**src/rtl/uart_sw_nch.sv**
```systemverilog
// UART with four elaboration-time baud rates, a TX serializer and an RX deserializer feeding a FWFT FIFO.
// Define UART_PARITY_EN to add a parity bit (sense PARITY_ODD) to both directions.
module uart_sw_nch #(
  parameter int unsigned CLOCK_FREQ = 100_000_000,
  parameter int unsigned RATE0      = 115200,
  parameter int unsigned RATE1      = 9600,
  parameter int unsigned RATE2      = 57600,
  parameter int unsigned RATE3      = 19200,
  parameter int unsigned DATA_BITS  = 8,
  parameter int unsigned FIFO_DEPTH = 16,
  parameter int unsigned PARITY_ODD = 0
) (
  input  logic                          clk,
  input  logic                          rst,
  input  logic [1:0]                    baud_sel,
  input  logic [DATA_BITS-1:0]          tx_data,
  input  logic                          tx_start,
  output logic                          tx,
  output logic                          tx_idle,
  output logic                          tx_done,
  input  logic                          rx,
  output logic [DATA_BITS-1:0]          rx_data,
  output logic                          rx_valid,
  input  logic                          rx_rd,
  input  logic                          rx_clr,
  output logic [$clog2(FIFO_DEPTH):0]   rx_count,
  output logic                          rx_overrun,
  output logic                          rx_frame_err,
  output logic                          rx_parity_err
);

  localparam int unsigned PER0    = (CLOCK_FREQ + RATE0 / 2) / RATE0;
  localparam int unsigned PER1    = (CLOCK_FREQ + RATE1 / 2) / RATE1;
  localparam int unsigned PER2    = (CLOCK_FREQ + RATE2 / 2) / RATE2;
  localparam int unsigned PER3    = (CLOCK_FREQ + RATE3 / 2) / RATE3;
  localparam int unsigned PER01   = (PER0 > PER1) ? PER0 : PER1;
  localparam int unsigned PER23   = (PER2 > PER3) ? PER2 : PER3;
  localparam int unsigned PER_MAX = (PER01 > PER23) ? PER01 : PER23;
  localparam int unsigned CW      = $clog2(PER_MAX + 1);
  localparam int unsigned BW      = $clog2(DATA_BITS);
  localparam int unsigned AW      = $clog2(FIFO_DEPTH);
  localparam int unsigned NW      = AW + 1;

  if (DATA_BITS < 5 || DATA_BITS > 8 || FIFO_DEPTH < 2 || FIFO_DEPTH > 64 || PARITY_ODD > 1)
  begin : g_param_chk
    $error("uart_sw_nch: illegal parameter value");
  end

  typedef enum logic [2:0] {
    S_IDLE   = 3'd0,
    S_START  = 3'd1,
    S_DATA   = 3'd2,
`ifdef UART_PARITY_EN
    S_PARITY = 3'd3,
`endif
    S_STOP   = 3'd4
  } state_t;

  function automatic logic [CW-1:0] sel_per(input logic [1:0] s);
    case (s)
      2'd0:    return CW'(PER0);
      2'd1:    return CW'(PER1);
      2'd2:    return CW'(PER2);
      default: return CW'(PER3);
    endcase
  endfunction

  // ---------------- transmitter ----------------
  state_t               tx_state, tx_state_d;
  logic [CW-1:0]        tx_cnt, tx_cnt_d, tx_per, tx_per_d;
  logic [BW-1:0]        tx_bit, tx_bit_d;
  logic [DATA_BITS-1:0] tx_shift, tx_shift_d;
  logic                 tx_line_d, tx_idle_d, tx_done_d, tx_last;
`ifdef UART_PARITY_EN
  logic                 tx_par, tx_par_d;
`endif

  always_ff @(posedge clk or posedge rst) begin
    if (rst) begin
      tx_state <= S_IDLE;
      tx_cnt   <= '0;
      tx_per   <= '0;
      tx_bit   <= '0;
      tx_shift <= '0;
      tx       <= 1'b1;
      tx_idle  <= 1'b1;
      tx_done  <= 1'b0;
`ifdef UART_PARITY_EN
      tx_par   <= 1'b0;
`endif
    end else begin
      tx_state <= tx_state_d;
      tx_cnt   <= tx_cnt_d;
      tx_per   <= tx_per_d;
      tx_bit   <= tx_bit_d;
      tx_shift <= tx_shift_d;
      tx       <= tx_line_d;
      tx_idle  <= tx_idle_d;
      tx_done  <= tx_done_d;
`ifdef UART_PARITY_EN
      tx_par   <= tx_par_d;
`endif
    end
  end

  // Outputs are decoded from the next state so they line up with the state register.
  always_comb begin
    tx_state_d = tx_state;
    tx_cnt_d   = tx_cnt;
    tx_per_d   = tx_per;
    tx_bit_d   = tx_bit;
    tx_shift_d = tx_shift;
    tx_last    = (tx_cnt == tx_per - CW'(1));
`ifdef UART_PARITY_EN
    tx_par_d   = tx_par;
`endif
    case (tx_state)
      S_IDLE: begin
        if (tx_start) begin
          tx_state_d = S_START;
          tx_cnt_d   = '0;
          tx_shift_d = tx_data;
          tx_per_d   = sel_per(baud_sel);
`ifdef UART_PARITY_EN
          tx_par_d   = ^tx_data ^ 1'(PARITY_ODD);
`endif
        end
      end
      S_START: begin
        if (tx_last) begin
          tx_state_d = S_DATA;
          tx_cnt_d   = '0;
          tx_bit_d   = '0;
        end else tx_cnt_d = tx_cnt + CW'(1);
      end
      S_DATA: begin
        if (tx_last) begin
          tx_cnt_d   = '0;
          tx_shift_d = tx_shift >> 1;
          tx_bit_d   = tx_bit + BW'(1);
          if (tx_bit == BW'(DATA_BITS - 1)) begin
`ifdef UART_PARITY_EN
            tx_state_d = S_PARITY;
`else
            tx_state_d = S_STOP;
`endif
          end
        end else tx_cnt_d = tx_cnt + CW'(1);
      end
`ifdef UART_PARITY_EN
      S_PARITY: begin
        if (tx_last) begin
          tx_state_d = S_STOP;
          tx_cnt_d   = '0;
        end else tx_cnt_d = tx_cnt + CW'(1);
      end
`endif
      S_STOP: begin
        if (tx_last) tx_state_d = S_IDLE;
        else         tx_cnt_d   = tx_cnt + CW'(1);
      end
      default: tx_state_d = S_IDLE;
    endcase

    case (tx_state_d)
      S_START:  tx_line_d = 1'b0;
      S_DATA:   tx_line_d = tx_shift_d[0];
`ifdef UART_PARITY_EN
      S_PARITY: tx_line_d = tx_par_d;
`endif
      default:  tx_line_d = 1'b1;
    endcase
    tx_idle_d = (tx_state_d == S_IDLE);
    tx_done_d = (tx_state_d == S_STOP) && (tx_cnt_d == tx_per_d - CW'(1));
  end

  // ---------------- receiver ----------------
  logic [1:0]           rx_sync;
  logic                 rx_s, rx_prev;
  state_t               rx_state, rx_state_d;
  logic [CW-1:0]        rx_cnt, rx_cnt_d, rx_per, rx_per_d;
  logic [BW-1:0]        rx_bit, rx_bit_d;
  logic [DATA_BITS-1:0] rx_shift, rx_shift_d;
  logic                 rx_push, rx_push_d, rx_ferr_ev, rx_ferr_d, rx_last, rx_half;
`ifdef UART_PARITY_EN
  logic                 rx_par_bad, rx_par_bad_d, rx_perr_ev, rx_perr_d;
`endif

  assign rx_s = rx_sync[1];

  always_ff @(posedge clk or posedge rst) begin
    if (rst) begin
      rx_sync    <= 2'b11;
      rx_prev    <= 1'b1;
      rx_state   <= S_IDLE;
      rx_cnt     <= '0;
      rx_per     <= '0;
      rx_bit     <= '0;
      rx_shift   <= '0;
      rx_push    <= 1'b0;
      rx_ferr_ev <= 1'b0;
`ifdef UART_PARITY_EN
      rx_par_bad <= 1'b0;
      rx_perr_ev <= 1'b0;
`endif
    end else begin
      rx_sync    <= {rx_sync[0], rx};
      rx_prev    <= rx_s;
      rx_state   <= rx_state_d;
      rx_cnt     <= rx_cnt_d;
      rx_per     <= rx_per_d;
      rx_bit     <= rx_bit_d;
      rx_shift   <= rx_shift_d;
      rx_push    <= rx_push_d;
      rx_ferr_ev <= rx_ferr_d;
`ifdef UART_PARITY_EN
      rx_par_bad <= rx_par_bad_d;
      rx_perr_ev <= rx_perr_d;
`endif
    end
  end

  // Start on a falling edge, confirm at half a bit, then sample every bit period.
  always_comb begin
    rx_state_d = rx_state;
    rx_cnt_d   = rx_cnt;
    rx_per_d   = rx_per;
    rx_bit_d   = rx_bit;
    rx_shift_d = rx_shift;
    rx_push_d  = 1'b0;
    rx_ferr_d  = 1'b0;
    rx_last    = (rx_cnt == rx_per - CW'(1));
    rx_half    = (rx_cnt == (rx_per >> 1) - CW'(1));
`ifdef UART_PARITY_EN
    rx_par_bad_d = rx_par_bad;
    rx_perr_d    = 1'b0;
`endif
    case (rx_state)
      S_IDLE: begin
        if (rx_prev && !rx_s) begin
          rx_state_d = S_START;
          rx_cnt_d   = '0;
          rx_per_d   = sel_per(baud_sel);
        end
      end
      S_START: begin
        if (rx_half) begin
          rx_cnt_d   = '0;
          rx_bit_d   = '0;
          rx_state_d = rx_s ? S_IDLE : S_DATA;
        end else rx_cnt_d = rx_cnt + CW'(1);
      end
      S_DATA: begin
        if (rx_last) begin
          rx_cnt_d   = '0;
          rx_shift_d = {rx_s, rx_shift[DATA_BITS-1:1]};
          rx_bit_d   = rx_bit + BW'(1);
          if (rx_bit == BW'(DATA_BITS - 1)) begin
`ifdef UART_PARITY_EN
            rx_state_d = S_PARITY;
`else
            rx_state_d = S_STOP;
`endif
          end
        end else rx_cnt_d = rx_cnt + CW'(1);
      end
`ifdef UART_PARITY_EN
      S_PARITY: begin
        if (rx_last) begin
          rx_cnt_d     = '0;
          rx_par_bad_d = ((^rx_shift) ^ rx_s) != 1'(PARITY_ODD);
          rx_state_d   = S_STOP;
        end else rx_cnt_d = rx_cnt + CW'(1);
      end
`endif
      S_STOP: begin
        if (rx_last) begin
          rx_state_d = S_IDLE;
          if (!rx_s) rx_ferr_d = 1'b1;
`ifdef UART_PARITY_EN
          else if (rx_par_bad) rx_perr_d = 1'b1;
`endif
          else rx_push_d = 1'b1;
        end else rx_cnt_d = rx_cnt + CW'(1);
      end
      default: rx_state_d = S_IDLE;
    endcase
  end

  // ---------------- RX FIFO and sticky flags ----------------
  logic [DATA_BITS-1:0] mem [FIFO_DEPTH];
  logic [AW-1:0]        wr_ptr, rd_ptr;
  logic                 full, empty, do_push, do_pop, ovf;
  logic [NW-1:0]        count_nxt;

  assign full      = (rx_count == NW'(FIFO_DEPTH));
  assign empty     = (rx_count == '0);
  assign do_pop    = rx_rd && !empty;
  assign do_push   = rx_push && (!full || do_pop);
  assign ovf       = rx_push && full && !do_pop;
  assign count_nxt = rx_count + NW'(do_push) - NW'(do_pop);
  assign rx_data   = mem[rd_ptr];

  // rx_clr wins over any same-cycle push or pop.
  always_ff @(posedge clk or posedge rst) begin
    if (rst) begin
      for (int i = 0; i < int'(FIFO_DEPTH); i++) mem[i] <= '0;
      wr_ptr       <= '0;
      rd_ptr       <= '0;
      rx_count     <= '0;
      rx_valid     <= 1'b0;
      rx_overrun   <= 1'b0;
      rx_frame_err <= 1'b0;
    end else if (rx_clr) begin
      wr_ptr       <= '0;
      rd_ptr       <= '0;
      rx_count     <= '0;
      rx_valid     <= 1'b0;
      rx_overrun   <= 1'b0;
      rx_frame_err <= 1'b0;
    end else begin
      if (do_push) begin
        mem[wr_ptr] <= rx_shift;
        wr_ptr      <= wr_ptr + AW'(1);
      end
      if (do_pop) rd_ptr <= rd_ptr + AW'(1);
      rx_count     <= count_nxt;
      rx_valid     <= (count_nxt != '0);
      rx_overrun   <= rx_overrun | ovf;
      rx_frame_err <= rx_frame_err | rx_ferr_ev;
    end
  end

`ifdef UART_PARITY_EN
  always_ff @(posedge clk or posedge rst) begin
    if (rst)         rx_parity_err <= 1'b0;
    else if (rx_clr) rx_parity_err <= 1'b0;
    else             rx_parity_err <= rx_parity_err | rx_perr_ev;
  end
`else
  assign rx_parity_err = 1'b0;
`endif

endmodule
```
**config.mk**
```make
export PLATFORM = sky130hd
export DESIGN_NAME = uart_sw_nch
export DESIGN_NICKNAME = d
export VERILOG_FILES = /design/src/rtl/uart_sw_nch.sv
export SDC_FILE = /design/constraint.sdc
export NUM_CORES = 1
export LEC_CHECK = 0
export ABC_AREA = 1
export BUFFER_PORTS_ARGS = -buffer_cell sky130_fd_sc_hd__buf_2
export CORE_ASPECT_RATIO = 0.8
export CORE_MARGIN = 3
export CORE_UTILIZATION = 56
export DETAILED_ROUTE_END_ITERATION = 8
export GPL_ROUTABILITY_DRIVEN = 0
export PLACE_DENSITY = 0.73
export SLEW_MARGIN = 20
export SYNTH_ARGS = -nofsm -noshare
export SYNTH_HDL_FRONTEND = slang
export SYNTH_SLANG_ARGS = --single-unit
```
**constraint.sdc**
```tcl
create_clock -name clk -period 13.1 [get_ports clk]
set_input_delay 0.655 -clock clk [delete_from_list [all_inputs] [get_ports clk]]
set_output_delay 0.655 -clock clk [all_outputs]
set_load 0.01 [all_outputs]
```
==> results of run 1 <==
## logic make-up after synthesis
logic type      after synthesis  share of synthesized area, %
simple gates                819                          27.1
compound gates              328                          14.2
buf+inv                     258                          7.65
flops                       231                          43.8
xor+xnor                     66                          4.38
fa+ha+maj                    28                          2.71
other cells                   1                        0.0284
mux                           1                        0.0758
## state kept, by name, indices dropped and copies added, names as in the netlist, 5 cells and up
register,cells
tx_shift,8
rx_per,9
mem,128
tx_cnt,14
rx_shift,8
rx_count,5
rx_cnt,14
tx_per,14
## per-layer routing
layer	part of all wire, %	wire [um]
met4	2.4	788
met2	44	14500
met5	0.021	7
met1	47	15500
met3	7.4	2460
## worst max-delay path: stages (launching register included)
cell and delay [ns]:
dfrtp_2 0.34, buf_4 0.50, clkinv_1 0.83, buf_4 0.51
o21ai_0 0.20, o221ai_1 0.13, o211ai_1 0.14, nand2_1 0.13
buf_2 0.16
## per-stage QoR
| stage | hold WS (ns) | setup slack [ns] | cell area, um^2 |
|---|---|---|---|
| global placement | 0.346 | 9.62 | 13500 |
| finish | 0.216 | 8.95 | 14300 |
| floorplan | 0.345 | 6.12 | 13200 |
| CTS | 0.194 | 9.00 | 14300 |
| global route | 0.207 | 8.70 | 14300 |
| detailed placement | 0.350 | 9.57 | 13500 |
## power groups by stage
stage | Clock, mW | Combinational, mW | Sequential (mW)
finish | 0.702 | 1.07 | 0.906
CTS | 0.716 | 1.06 | 0.903
floorplan | 0 | 0.839 | 0.873
global placement | 0 | 1.03 | 0.911
detailed placement | 0 | 1.05 | 0.916
global route | 0.746 | 1.21 | 0.918
## cell type report
type / instances / area, um^2 / area share (%)
Tap cell: 306 / 383 / 2.67
Sequential cell: 231 / 5790 / 40.4
Antenna cell: 1 / 2.50 / 0.0175
Multi-Input combinational cell: 1243 / 6410 / 44.7
Inverter: 187 / 714 / 4.99
Clock buffer: 35 / 723 / 5.05
Timing Repair Buffer: 40 / 215 / 1.50
Clock inverter: 10 / 92.6 / 0.646
## worst paths after layout
check,start,end,slack (ns)
worst max register to register,tx_per[0],tx_done,9.77
worst min-delay path,rx,rx_sync[0],0.22
worst max-delay path,rd_ptr[0],rx_data[4],8.95
min in group asynchronous,rst,tx_shift[6],0.26
max in group asynchronous,rst,mem[70],11.44
worst min register to register,rx_sync[0],rx_sync[1],0.36
## synth_stat cells (2+ instances only)
cell	number	area (um^2)
nand2_1	425	1600
dfrtp_1	226	5660
o21ai_0	226	1130
nor2_1	188	706
inv_1	178	668
nand3_1	91	455
clkbuf_1	58	218
xor2_1	42	368
nand4_1	31	194
a21oi_1	29	145
ha_1	27	338
o221ai_1	27	236
nor3_1	24	120
xnor2_1	24	210
nand2_2	16	100
o211ai_1	15	113
o22ai_1	11	68.8
nand3_2	10	100
nor2_2	10	62.6
buf_2	7	35.0
inv_2	7	26.3
nor2_4	7	78.8
dfstp_2	5	131
o21ai_2	5	43.8
nand3b_1	4	30.0
buf_4	3	22.5
nor2_8	3	60.1
o21ai_1	3	15.0
a32o_1	2	20.0
buf_6	2	22.5
nand2_4	2	22.5
o21bai_1	2	15.0
or2_1	2	12.5
or2_2	2	12.5
==> results.md, run 1 <==
- Critical Path End Type: output pin
- Grt met1 use: about two fifths
- Horiz. Die Dim: roughly 180 um
- Kind of critical path: flip-flop to output pin
- Cts repair resizes: 0
- Slew Limit Fails: 0
- Vias in the first global route: approximately 11000
- Fraction of synthesis flops using an asynchronous set or reset pin: 100%
- Pre-antenna DRT Iters: 5
- Critical path fanouts, max: 67
- Gr ovfl total: 0
- M2 GR Usage: approximately two fifths
- Largest net degree at the start of global routing: a little over 100
- Clock Skews: between 0.008 and 0.009 ns
- Synth Instances: 1732
- Antenna violations before repair: 2
- Worst Reg-to-Reg Cells: 22
- Detailed Route WL: roughly 33000 um
- Yosys warnings: 0
- Commonest non-fill, non-tap cell in the layout: nand2_1
- Share of cells above drive strength 1: around 9%
- Full die area: roughly 0.025 mm^2
- HPWL after detailed placement: approximately 23000 um
- Starting Density: around 58%
- Pwr Density: ~190 mW/mm^2
- Port buffer count: 34
- Seq/Total Area, Yosys: 43.8%
- Leakage: approximately 7.0 nW
- CTS Buf Count: 25
- CTS max path bufs: 3
- CTS tree: built
- Final Power: around 2.7 mW
- Internal power: approximately 1.6 mW
- H-tree Lvls: 1
- Sw frac: a little over two fifths
- Residual DRC: 0
- Top Ports: 36
- Area growth from synthesis to layout: 8.50%
- WP data arrival: approximately 3.5 ns
- Hold Path Class: input port to flip-flop
- Total negative setup slack: 0 ns
- Clock-pin slew on the worst setup and hold paths: 0.06 ns
- Power share of the clock group: a little over a quarter
- Post-CTS Setup Bufs: 0
- Comb power frac: between 30% and 40%
- Root Driver: clkbuf_16
- Gr usage total: 26.8%
- Run status: finished clean
- First-pass GRT wire length: approximately 56000 um
- Mean post-synth cell area: around 7.6 um^2
- Seq pwr share: between 30 and 40%
- Number of synthesized register bits: around 230
- Maxcap violations: 0
- DR vias/cell: between 5 and 6
- Final Non-Filler Cells: between 2000 and 2500
- Antenna Violating Nets Remaining: 0
- Tcrit/Tclk final: a little under a third
- Hold path depth: 1
- Fin crit period: between 4 and 5 ns
- Clk_lat worst skew: 0.54 ns
- Busiest grt layer: met2
- Drt wl/cell: between 15 and 20 um
- Row cnt: 49
- CTS Sinks: 231
- Via Count: between 10000 and 15000
- Fillers: around 2100
- Met3 Track Usage GR: 4.75%
- Crit start category: flip-flop
- DIE HEIGHT: about 140 um
- Final-report hold violation count: 0
- # hold bufs at CTS: 0
- Switching power: between 1 and 1.5 mW
- Fin util: a little over three fifths
- Syn nets: around 1800
- Most frequent cells in the layout: nand2_1 (425), o21ai_0 (226), dfrtp_1 (225)
- Slew margin rel.: between 30% and 40%
- RSZ-0062 raised after global routing: no
- Worst EP required: ~12 ns
- Layout net count: 1772
- Mapped cell area: 0.0132 mm^2
- Most used flip-flop cell after synthesis: dfrtp_1
- # setup viols final: 0
- Fmax: between 200 and 250 MHz
- Netlist cell types: 52
- Core area: about 0.023 mm^2
- DRT iter0 DRCs: 1093
- EDFF count, synth: 0
- Peak VDD IR: between 0.1 and 0.15 mV
- Worst-Margin Slew: 0.953 ns
- Cells after DPL: ~2000
(Power assumes the default switching activity.)
==> run 2, diff against run 1 <==
Clock period 13.1 ns to 4.07 ns, I/O delays scaled along.
==> results.md, run 2 (synthesis gave the netlist of run 1 again) <==
- Power share of the clock group: 25.9% (-0.4 points)
- N_diodes: 0 (-1)
- Detailed Route WL: 32800 um (-1.2%)
- Full die area: 0.0255 mm^2 (unchanged)
- # setup viols final: 0 (unchanged)
- Run status: finished clean
- Largest reg by FF count: mem
- Root Driver: clkbuf_16
- Area of the multi-input gates: 0.00641 mm^2 (unchanged)
- Crit start category: flip-flop
- Fillers: 2029 (-1.5%)
- First-pass GRT wire length: 54100 um (-2.7%)
- Final-report hold violation count: 0 (unchanged)
- Worst-Margin Slew: 1.09 ns (+0.133 ns)
- Leakage: 7.05 nW (+0.66%)
- Max reg flops: 128 (unchanged)
- Commonest non-fill, non-tap cell in the layout: nand2_1
- Share of cells above drive strength 1: 8.94% (-0.051 points)
- Vias in the first global route: 10900 (-1.5%)
- Pwr Density: 597 mW/mm^2 (+220%)
- Most frequent cells in the layout: nand2_1 (425), o21ai_0 (226), dfrtp_1 (225)
- # hold bufs at CTS: 10 (+10)
- Gr usage total: 26.1% (-0.67 points)
- Layout net count: 1783 (+0.62%)
- Hold Path Class: input port to flip-flop
- Clk_lat worst skew: 0.53 ns (about the same)
- Starting Density: 57.9% (unchanged)
- Top Ports: 36 (unchanged)
- Post-Place Cell Area: 0.0135 mm^2 (+0.27%)
- Total negative setup slack: 0 ns (unchanged)
- Via Count: 11500 (-1.3%)
- Row cnt: 49 (unchanged)
- Cell area after layout: 0.0144 mm^2 (+0.80%)
- Met1 wire length: 15100 um (-2.2%)
- Peak VDD IR: 0.380 mV (+230%)
- Residual DRC: 0 (unchanged)
- RSZ-0062 raised after global routing: no
- Area growth from synthesis to layout: 9.36%
- Fin crit period: around 3.2 ns
- HPWL after detailed placement: 22100 um (-4.0%)
- H-tree Lvls: 1 (unchanged)
- Horiz. Die Dim: 178 um (unchanged)
- DRT iter0 DRCs: 1108 (+1.4%)
- Reg area: 0.00579 mm^2 (unchanged)
- Tcrit/Tclk final: around 80%
- Pre-antenna DRT Iters: 6 (+1)
- Core area: 0.0228 mm^2 (unchanged)
- WL met2: 14700 um (+1.3%)
- Post-CTS Setup Bufs: 0 (unchanged)
- Critical path fanouts, max: 11 (-84%)
- Antenna Violating Nets Remaining: 0 (unchanged)
- CTS Buf Count: 24 (-4.0%)
- Top Layer Used: met4
- Comb power frac: 40.4% (+0.5 points)
- Sw frac: 41.7% (about the same)
- Drt wl/cell: 15.9 um (-1.6%)
- Met3 wire length: 2210 um (-10%)
- Maxcap violations: 0 (unchanged)
- Final Power: 8.62 mW (+220%)
- Critical Path End Type: flip-flop
- DR vias/cell: 5.57 (-1.7%)
- CTS Sinks: 231 (unchanged)
- CTS tree: built
- Seq pwr share: 33.8% (about the same)
- Clock-pin slew on the worst setup and hold paths: 0.06 ns (about the same)
- Slew margin rel.: 27.5% (-8.9 points)
- Slew Limit Fails: 0 (unchanged)
- Internal power: 5.03 mW (+220%)
- Clock Skews: 0.00763 ns (-0.000742 ns)
- CTS max path bufs: 3 (unchanged)
- DIE HEIGHT: 143 um (unchanged)
- Worst EP required: 4.53 ns (-7.91 ns)
- Kind of critical path: flip-flop to flip-flop
- Antenna violations before repair: 0 (-2)
- Gr ovfl total: 0 (unchanged)
- Fin util: 63.3% (+0.50 points)
- Switching power: 3.60 mW (+220%)
- Fmax: just over 300 MHz
- Largest net degree at the start of global routing: 122 (+18%)
- Cts repair resizes: 0 (unchanged)
- WP data arrival: 3.71 ns (+0.21 ns)
- Port buffer count: 34 (unchanged)
run 2: cell types whose count changed in the layout (fill, tap and decap cells not counted), sizes merged:
cell         before  now
dlygate4sd3       0   10
clkbuf           35   33
inv             186  184
diode             1    0
bufinv            1    2
buf              40   42
clkinv            9   10
run 2: worst max-delay path, stage by stage, from the launching register on:
cell,delay (ns)
dfrtp_1,0.44
inv_2,0.13
ha_1,0.23
nand2_1,0.10
nor2_2,0.17
nand3_1,0.11
nand2_1,0.12
nand2_1,0.09
nor2_4,0.24
nand3_2,0.25
ha_1,0.35
nor2_1,0.04
a21oi_1,0.10
o21ai_0,0.14
xor2_1,0.17
a21oi_1,0.13
nand3_1,0.09
nor2_1,0.12
nand2_1,0.07
nor2_2,0.07
run 2: layout make-up:
cell class | count | share of cell area [%]
flip-flops and latches | 231 | 40.1
clock buffers | 33 | 4.74
inverters | 187 | 4.92
well taps | 306 | 2.65
clock inverters | 10 | 0.771
repair buffers | 52 | 2.46
multi-input cells | 1243 | 44.4
run 2: stage by stage:
stage                     setup slack [ns]  std cells  hold WS [ns]
after floorplan                      0.849       1732         0.208
after global placement               0.985       2009         0.299
after detailed placement             0.877       2009         0.298
after CTS                            0.840       2062        0.0408
after global routing                 0.533       2062        0.0685
final                                0.825       2062        0.0561
run 2: power by group through the flow:
stage | registers [mW] | logic, mW | clock network [mW]
floorplan | 2.81 | 2.70 | 0
global placement | 2.93 | 3.34 | 0
detailed placement | 2.94 | 3.41 | 0
CTS | 2.90 | 3.45 | 2.27
global route | 2.95 | 3.93 | 2.36
finish | 2.91 | 3.48 | 2.23
run 2: worst paths after layout:
kind / startpoint / endpoint / slack, ns / cells past startpoint
setup / recovery: tx_per[0] / tx_done / 0.82 / 19
hold / removal: rx_clr / rx_frame_err / 0.06 / 2
setup reg to reg: tx_per[0] / tx_done / 0.82 / 19
hold reg to reg: rx_sync[0] / rx_sync[1] / 0.36 / 0
max in group asynchronous: rst / rd_ptr[0] / 2.80 / 4
min in group asynchronous: rst / rx_state[1] / 0.27 / 3
run 2: metal layers:
layer,vias up,GRT usage (%)
met4,0,7.39
met1,5369,37.8
met5,-,0
met3,61,4.04
li1,5664,-
met2,387,41.0
==> run 3, diff against run 2 <==
Settings changed: PLACE_DENSITY 0.73 to 0.76.
Clock period 4.07 ns to 2.9 ns, I/O delays scaled along.
==> results.md, run 3 (synthesis gave the netlist of run 1 again) <==
- Run status: finished with violations
- Violated checks: hold timing
- Max reg flops: 128 (unchanged)
- HPWL after detailed placement: 22900 um (+3.6%)
- Pre-antenna DRT Iters: 5 (-1)
- Kind of critical path: flip-flop to flip-flop
- Full die area: 0.0255 mm^2 (unchanged)
- Worst setup margin: 0.143 ns (-0.682 ns)
- Maxcap violations: 0 (unchanged)
- N_diodes: 0 (unchanged)
- Fmax: 363 MHz (+18%)
- Final Non-Filler Cells: 2092 (+1.5%)
- Root Driver: clkbuf_16
- Clock-pin slew on the worst setup and hold paths: 0.06 ns (about the same)
- Residual DRC: 0 (unchanged)
- Post-Place Cell Area: 0.0137 mm^2 (+1.0%)
- Gr ovfl total: 0 (unchanged)
- CTS Sinks: 231 (unchanged)
- CTS tree: built
- Critical path fanouts, max: 7 (-4)
- Fillers: 1990 (-1.9%)
- Slew Limit Fails: 0 (unchanged)
- Critical Path Most Common Cell: nand2_2
- Largest reg by FF count: mem
- Slew margin rel.: 42.2% (+15 points)
- Antenna Violating Nets Remaining: 0 (unchanged)
- Largest net degree at the start of global routing: 149 (+22%)
- Cells after DPL: 2029 (+1.0%)
- Top Ports: 36 (unchanged)
- # setup viols final: 0 (unchanged)
- CP delay by family, top: simple AND/OR/NAND/NOR gates
- Critical Path End Type: flip-flop
- Detailed Route WL: 33800 um (+2.8%)
- Commonest non-fill, non-tap cell in the layout: nand2_1
- Via Count: 11800 (+2.8%)
- Fin crit period: 2.76 ns (-0.488 ns)
- H-tree Lvls: 1 (unchanged)
- Antenna violations before repair: 1 (+1)
- DRT iter0 DRCs: 1305 (+18%)
- CTS max path bufs: 3 (unchanged)
- Clock Skews: 0.0119 ns (+0.00432 ns)
- CP max stage cell: dfrtp_1
- Worst-Margin Slew: 0.867 ns (-0.219 ns)
- Worst EP required: 3.36 ns (-1.17 ns)
- Pwr Density: 833 mW/mm^2 (+39%)
- RSZ-0062 raised after global routing: yes
- DIE HEIGHT: 143 um (unchanged)
- Port buffer count: 34 (unchanged)
- Crit path largest cell delay: 0.39 ns (-0.05 ns)
- Layout net count: 1812 (+1.6%)
- Area growth from synthesis to layout: 11.3%
- Tcrit/Tclk final: 95.1% (+15 points)
- Gr usage total: 26.6% (+0.54 points)
- First-pass GRT wire length: 55200 um (+2.0%)
- Drt wl/cell: 16.1 um (+1.3%)
- Starting Density: 57.9% (unchanged)
- Cell area after layout: 0.0147 mm^2 (+1.8%)
- Leakage: 7.16 nW (+1.6%)
- CTS Buf Count: 24 (unchanged)
- Crit-path cells: buf_4 -> nor2_2 -> nand2_2 -> nor2_8 -> nand2_2 -> nand2_1 -> nand2_2 -> inv_2 -> nand2_2 -> nor2_8 -> nand3_4 -> ha_4 -> nor2_1 -> a21oi_1 -> o21ai_1 -> xor2_1 -> a21oi_1 -> nand3_1 -> nor2_1 -> nand2_1 -> nor2_2
- Most frequent cells in the layout: nand2_1 (422), o21ai_0 (225), dfrtp_1 (225)
- Pre-CTS setup slack: -0.0117 ns (-0.888 ns)
- Row cnt: 49 (unchanged)
- Clk_lat worst skew: 0.52 ns (about the same)
- Horiz. Die Dim: 178 um (unchanged)
- WP data arrival: 3.22 ns (-0.49 ns)
- Vias in the first global route: 11100 (+1.8%)
- Final Power: 12.2 mW (+42%)
- Hold Path Class: input port to flip-flop
- Crit start category: flip-flop
- WP buf/inv: 2 (+1)
- Core area: 0.0228 mm^2 (unchanged)
- WHS: -0.0198 ns (-0.0760 ns)
- Peak VDD IR: 0.533 mV (+40%)
- DR vias/cell: 5.64 (+1.3%)
- Share of cells above drive strength 1: 11.1% (+2.2 points)
- Final-report hold violation count: 2 (+2)
run 3: cell count changes in the layout (fill, tap and decap cells not counted), sizes merged:
cell	change
clkinv	-3
buf	+26
clkbuf	+6
bufinv	-2
dlygate4sd3	+2
nor2	+1
run 3: area by class of cell:
type	count	area, um^2	area share (%)
sequential	231	5790	39.4
clock buffer	39	728	4.95
multi-input combinational	1244	6500	44.3
timing repair buffer	80	558	3.80
clock inverter	5	25.0	0.170
inverter	187	711	4.84
tap	306	383	2.61
run 3: through the flow:
step / util [%] / hold slack [ns] / TNS (ns)
global placement: 60.0 / 0.0454 / 0
global route: 64.4 / 0.0215 / -0.0920
CTS: 63.8 / 0.00847 / 0
finish: 64.4 / -0.0198 / 0
detailed placement: 60.0 / 0.0478 / -0.0117
floorplan: - / 0.149 / -59.41
run 3: worst reg2reg max path: stages, from the launching register on:
cell and delay (ns):
dfrtp_1 0.39, buf_4 0.15, nor2_2 0.16, nand2_2 0.14, nor2_8 0.19, nand2_2 0.05, nand2_1 0.07, nand2_2 0.06
inv_2 0.06, nand2_2 0.08, nor2_8 0.13, nand3_4 0.10, ha_4 0.27, nor2_1 0.04, a21oi_1 0.10, o21ai_1 0.10
xor2_1 0.16, a21oi_1 0.13, nand3_1 0.08, nor2_1 0.09, nand2_1 0.07, nor2_2 0.08
run 3: report_power, final:
part           internal, mW  switching [mW]  total [mW]
Combinational          1.80            3.44        5.24
Clock                  1.71            1.27        2.98
Sequential             3.60           0.420        4.02
Total                  7.11            5.13        12.2
run 3: worst paths after layout:
kind	start	endpoint	slack (ns)	cells past startpoint
min	rx_rd	rx_overrun	-0.02	4
min reg2reg	rx_sync[0]	rx_sync[1]	0.36	0
max	tx_per[1]	tx_done	0.14	21
max reg2reg	tx_per[1]	tx_done	0.14	21
min in group asynchronous	rst	rx_ferr_ev	0.06	3
max in group asynchronous	rst	rd_ptr[0]	1.79	4
run 3: what timing repair did:
item,4_1_cts,5_1_grt
setup buffers,0,6
hold endpoints to repair,242,0
cloned,0,1
pin swaps,0,9
gates resized for setup,0,21
endpoints found under the setup margin,1,84
hold buffers,12,0
run 3: metal layers:
layer	wire, um	track usage, %
met2	15200	42.8
met1	15000	38.0
met4	752	6.36
met3	2780	4.62
met5	13	0
